==> src/rtl/proc_pkg.sv <==
// rtl/proc_pkg.sv - shared processor constants and fetch state encoding
// Contents: fetch_state_t (IDLE/RUN/HALTED), default PC width and start address
// shared by fetch, branch unit and instruction memory.
package proc_pkg;

  localparam int DEFAULT_PC_W       = 10;
  localparam int DEFAULT_START_ADDR = 0;

  typedef enum logic [1:0] {
    IDLE   = 2'd0,
    RUN    = 2'd1,
    HALTED = 2'd2
  } fetch_state_t;

endpackage

==> src/rtl/sat_counter.sv <==
// rtl/sat_counter.sv - saturating up-counter for profiling
// Ports: clk, rst_n (async active-low), clear (sync clear, wins over inc),
//        inc (count one), count (W-bit value, sticks at all-ones).
module sat_counter #(
  parameter int W = 16
) (
  input  logic         clk,
  input  logic         rst_n,
  input  logic         clear,
  input  logic         inc,
  output logic [W-1:0] count
);

  logic [W-1:0] count_q;
  logic [W-1:0] count_d;

  always_comb begin
    count_d = count_q;
    if (clear) begin
      count_d = '0;
    end else if (inc && (count_q != {W{1'b1}})) begin
      count_d = count_q + W'(1);
    end
  end

  always_ff @(posedge clk or negedge rst_n) begin
    if (!rst_n) begin
      count_q <= '0;
    end else begin
      count_q <= count_d;
    end
  end

  assign count = count_q;

endmodule

==> src/rtl/fetch_pc_unit.sv <==
// rtl/fetch_pc_unit.sv - program counter and fetch sequencing stage
// Ports: clk, reset (async active-low), start, stall, halt_instr, branch,
//        branch_addr -> pc, running, done, cycle_count, instr_count.
module fetch_pc_unit
  import proc_pkg::*;
#(
  parameter int PC_W       = DEFAULT_PC_W,
  parameter int START_ADDR = DEFAULT_START_ADDR,
  parameter int CNT_W      = 16
) (
  input  logic             clk,
  input  logic             reset,
  input  logic             start,
  input  logic             stall,
  input  logic             halt_instr,
  input  logic             branch,
  input  logic [PC_W-1:0]  branch_addr,
  output logic [PC_W-1:0]  pc,
  output logic             running,
  output logic             done,
  output logic [CNT_W-1:0] cycle_count,
  output logic [CNT_W-1:0] instr_count
);

  localparam logic [PC_W-1:0] START_PC = PC_W'(START_ADDR);

  fetch_state_t    state_q, state_d;
  logic [PC_W-1:0] pc_q, pc_d;
  logic            cnt_clear;
  logic            cyc_inc;
  logic            ins_inc;

  always_comb begin
    state_d   = state_q;
    pc_d      = pc_q;
    cnt_clear = 1'b0;
    cyc_inc   = 1'b0;
    ins_inc   = 1'b0;
    unique case (state_q)
      IDLE, HALTED: begin
        if (start) begin
          state_d   = RUN;
          pc_d      = START_PC;
          cnt_clear = 1'b1;
        end
      end
      RUN: begin
        cyc_inc = 1'b1;
        if (stall) begin
          // Stall freezes everything but the cycle counter, so a pending
          // halt or branch is re-evaluated on the first unstalled cycle.
        end else if (halt_instr) begin
          // The halt instruction retires; pc keeps pointing at it.
          state_d = HALTED;
          ins_inc = 1'b1;
        end else begin
          ins_inc = 1'b1;
          pc_d    = branch ? branch_addr : pc_q + PC_W'(1);
        end
      end
      default: begin
        state_d = IDLE;
      end
    endcase
  end

  always_ff @(posedge clk or negedge reset) begin
    if (!reset) begin
      state_q <= IDLE;
      pc_q    <= START_PC;
    end else begin
      state_q <= state_d;
      pc_q    <= pc_d;
    end
  end

  sat_counter #(.W(CNT_W)) u_cycle_cnt (
    .clk   (clk),
    .rst_n (reset),
    .clear (cnt_clear),
    .inc   (cyc_inc),
    .count (cycle_count)
  );

  sat_counter #(.W(CNT_W)) u_instr_cnt (
    .clk   (clk),
    .rst_n (reset),
    .clear (cnt_clear),
    .inc   (ins_inc),
    .count (instr_count)
  );

  assign pc      = pc_q;
  assign running = (state_q == RUN);
  assign done    = (state_q == HALTED);

endmodule

==> config.mk <==
export PLATFORM = sky130hd
export DESIGN_NAME = fetch_pc_unit
export DESIGN_NICKNAME = d
export VERILOG_FILES = /design/src/rtl/proc_pkg.sv /design/src/rtl/sat_counter.sv /design/src/rtl/fetch_pc_unit.sv
export SDC_FILE = /design/constraint.sdc
export NUM_CORES = 1
export LEC_CHECK = 0
export ABC_AREA = 1
export CAP_MARGIN = 0
export CORE_UTILIZATION = 42
export DETAILED_ROUTE_END_ITERATION = 8
export DONT_BUFFER_PORTS = 1
export GPL_TIMING_DRIVEN = 0
export PLACE_DENSITY_LB_ADDON = 0.08
export SLEW_MARGIN = 20
export SYNTH_ARGS = -nofsm -noshare
export SYNTH_HDL_FRONTEND = slang
export SYNTH_HIERARCHICAL = 1
export SYNTH_SLANG_ARGS = --single-unit
==> constraint.sdc <==
create_clock -name clk -period 3 [get_ports clk]
set_clock_uncertainty 0.05 [all_clocks]
set_input_delay 0.6 -clock clk [delete_from_list [all_inputs] [get_ports clk]]
set_output_delay 0.6 -clock clk [all_outputs]
set_load 0.05 [all_outputs]
==> impl_results.md <==
* Per-cell routed wire length at 13.9 um
* Core ar. at 0.00649 sq mm
* Synth Cell Area at 0.00290 sq mm
* Number of distinct library cells after synthesis at 28
* Die W at 85.0 um
* FF+latch count, synth at 44
* Post-Route Setup TNS at 0 ps
* Max_cap viols at 0
* Power Density at 761 mW/mm^2
* Mean Syn Cell Area at 7.10 sq um
* Syn. warnings at 6
* Initial antenna violation count at 0
* Post-DP HPWL at 4990 um
* Number of routed nets with antenna violations at 0
* Critical path class: reg2reg
* Die Y at 85.0 um
* Fin nets at 435
* Final min period at 2140 ps
* Synth Flop Type: dfrtp_1
* Cell taking the most area after synthesis: dfrtp_1
* Yosys top cell area share at 38.0%
* HP Class: in2async
* Rows at 29
* Clock Pin Slew Worst Setup and Hold Paths at 80 ps
* Endpoints failing hold at 0
* Seq/Total Area, Yosys at 38.0%
* Placed cell count at 485
* Total iterations of the first detailed-routing run at 4
* Peak VDD IR at 0.432 mV
* Finished Layout Cells at 491
* Via count at 2528
* Worst Path Buf+Inv at 2
* Inserted Diodes at 0
* Total die area at 0.00723 sq mm
* Worst Path Arrival at 2320 ps
* Syn Inst Count at 408
* Largest net degree at the start of global routing at 45
* Layout cell share with drive strength beyond 1 at 10.4%
* Period utilisation layout at 71.3%
* Util after Layout at 47.5%
* Vias in the first global route at 2466
* Number of H-tree levels at 2
* CP Launch Type: flop
* I/O Pins at 60
* TritonCTS Buffers at 5
* Top-count cell post-synth: nand2_1
* GPL Wtd Cong at 0.811
* Async SR Flop Fraction at 100%
* Run status: complete, no violations
* Data required time at the worst endpoint at 3180 ps
* Crit-path cells: ha_1, nand2_2, nor2_4, nand2_4, o21ai_4, nand2_4, inv_4, buf_12, nand2_1, nand2_1
* Port bufs at 0
* RSZ-0062 raised after global routing: false
* Final Hold Slack at 91.6 ps
* Total gr overflow at 0
* Clock root cell: clkbuf_8
* Global-route wire length before repair at 11700 um
* Drt total wl at 6810 um
* DR vias/cell at 5.15
* CTS sink cnt at 44
* CTS tree: yes
* Lkg Pwr at 0.00150 uW
* Critical Path Max Stage Delay at 700 ps
* Max Fanout on Critical Path at 10
* Max-Slew Margin vs Limit at 38.4%
* Setup violation total in the final timing report at 0
* Top post-synthesis cells by count: 145 x nand2_1, 48 x nor2_1, 44 x dfrtp_1, 36 x nand3_1, 35 x inv_1
* Syn nets at 427
* DR iter-0 viols at 134
* Count of pins over their slew limit at 0
* Crit-path leading delay family: flip-flops
* Post-synth EDFFs at 0
* F_max at 468 MHz
* Synth top area cells: dfrtp_1 38%, nand2_1 19%, nand3_1 6.2%
* Area growth syn-to-layout at 6.66%
* Skew-Pair Late Insertion Delay at 290 ps
* Slew of the pin with the lowest slew margin at 920 ps
* CTS Buffer Depth at 2
* Initial Util at 44.6%
* GRT Overall Usage at 20.3%
* Drt drc at 0
* CP max-delay cell: dfrtp_1
* Overall power at 2350 uW
* Critical Path End Type: flop
[path summary, 6_finish.rpt]
path | startpoint | cells past startpoint | slack, ps | end
max | u_instr_cnt/count[1]$_DFFE_PN0P_ | 10 | 860 | u_instr_cnt/count[2]$_DFFE_PN0P_
min | reset | 1 | 90 | u_instr_cnt/count[9]$_DFFE_PN0P_
max reg2reg | u_instr_cnt/count[1]$_DFFE_PN0P_ | 10 | 860 | u_instr_cnt/count[2]$_DFFE_PN0P_
min reg2reg | state_q[1]$_DFFE_PN0P_ | 2 | 540 | state_q[1]$_DFFE_PN0P_
max in group asynchronous | reset | 1 | 2600 | u_instr_cnt/count[5]$_DFFE_PN0P_
min in group clk | branch | 2 | 400 | pc[3]$_DFFE_PN0P_
[sequential cells by signal, summed over array words and instances (netlist names)]
name               flops
u_cycle_cnt/count     16
u_instr_cnt/count     16
state_q                2
pc                    10
[worst reg2reg max path: stages, from the launching register on]
cell and delay, ps:
dfrtp_1 700, ha_1 280, nand2_2 100, nor2_4 210, nand2_4 100, o21ai_4 190, nand2_4 100, inv_4 100
buf_12 130, nand2_1 50, nand2_1 80
[layout by cell type (no fill, tap or decap)]
master     count
a21oi_1        3
nor3_1         2
buf_6          1
nor2_4         6
buf_12         2
nand2_4        5
inv_2          3
buf_16         1
nand4_1       18
inv_4          2
buf_2          2
nor2_1        48
o21ai_0       17
clkbuf_4       1
buf_1          2
ha_1           3
nand2_1      145
clkinv_4       1
or2_2          2
dfrtp_1       44
nand3_1       36
xnor2_1        7
clkbuf_8       5
xor2_1         6
o21ai_2        2
o21bai_1       4
inv_1         35
o2111ai_1      1
o21ai_4        2
nand2_2        8
[layout make-up]
cell class                 count  area [sq um]
buffer                         8          76.3
clock buffer                   5          68.8
fill                         665          3410
inverter                      41           164
multi-input combinational    315          1550
sequential                    44          1100
tap                           77          96.3
timing repair buffer           1          27.5
[per-stage QoR]
step / worst slack (ps) / area [sq um]
floorplan: 1090 / 2900
global placement: 912 / 2990
detailed placement: 879 / 2990
CTS: 866 / 3090
global route: 717 / 3090
finish: 862 / 3090
[per-layer routing]
layer,track usage [%],share of wire [%]
met2,32.4,44
met5,0,0
met3,5.45,6.1
met4,7.24,1.4
met1,26.5,48
[cells by family (layout without fill, tap and decap cells)]
family          Yosys count  in the layout  synth area share (%)
xor+xnor                 13             13                  3.93
fa+ha+maj                 3              3                  1.30
compound gates           29             29                  6.53
simple gates            270            270                  41.9
flops                    44             44                  38.0
buf+inv                  49             55                  8.30
[where the power goes]
group | internal, uW | switching [uW]
Sequential | 695 | 520
Clock | 151 | 193
Combinational | 279 | 514
Total | 1130 | 1230
[repair_timing]
action / in CTS / in global routing
hold endpoints to repair: 44 / 0
resized for setup: 0 / 0
hold buffers: 1 / 0
buffers inserted: 0 / 0
No activity file was read; power rests on OpenSTA's default activity.
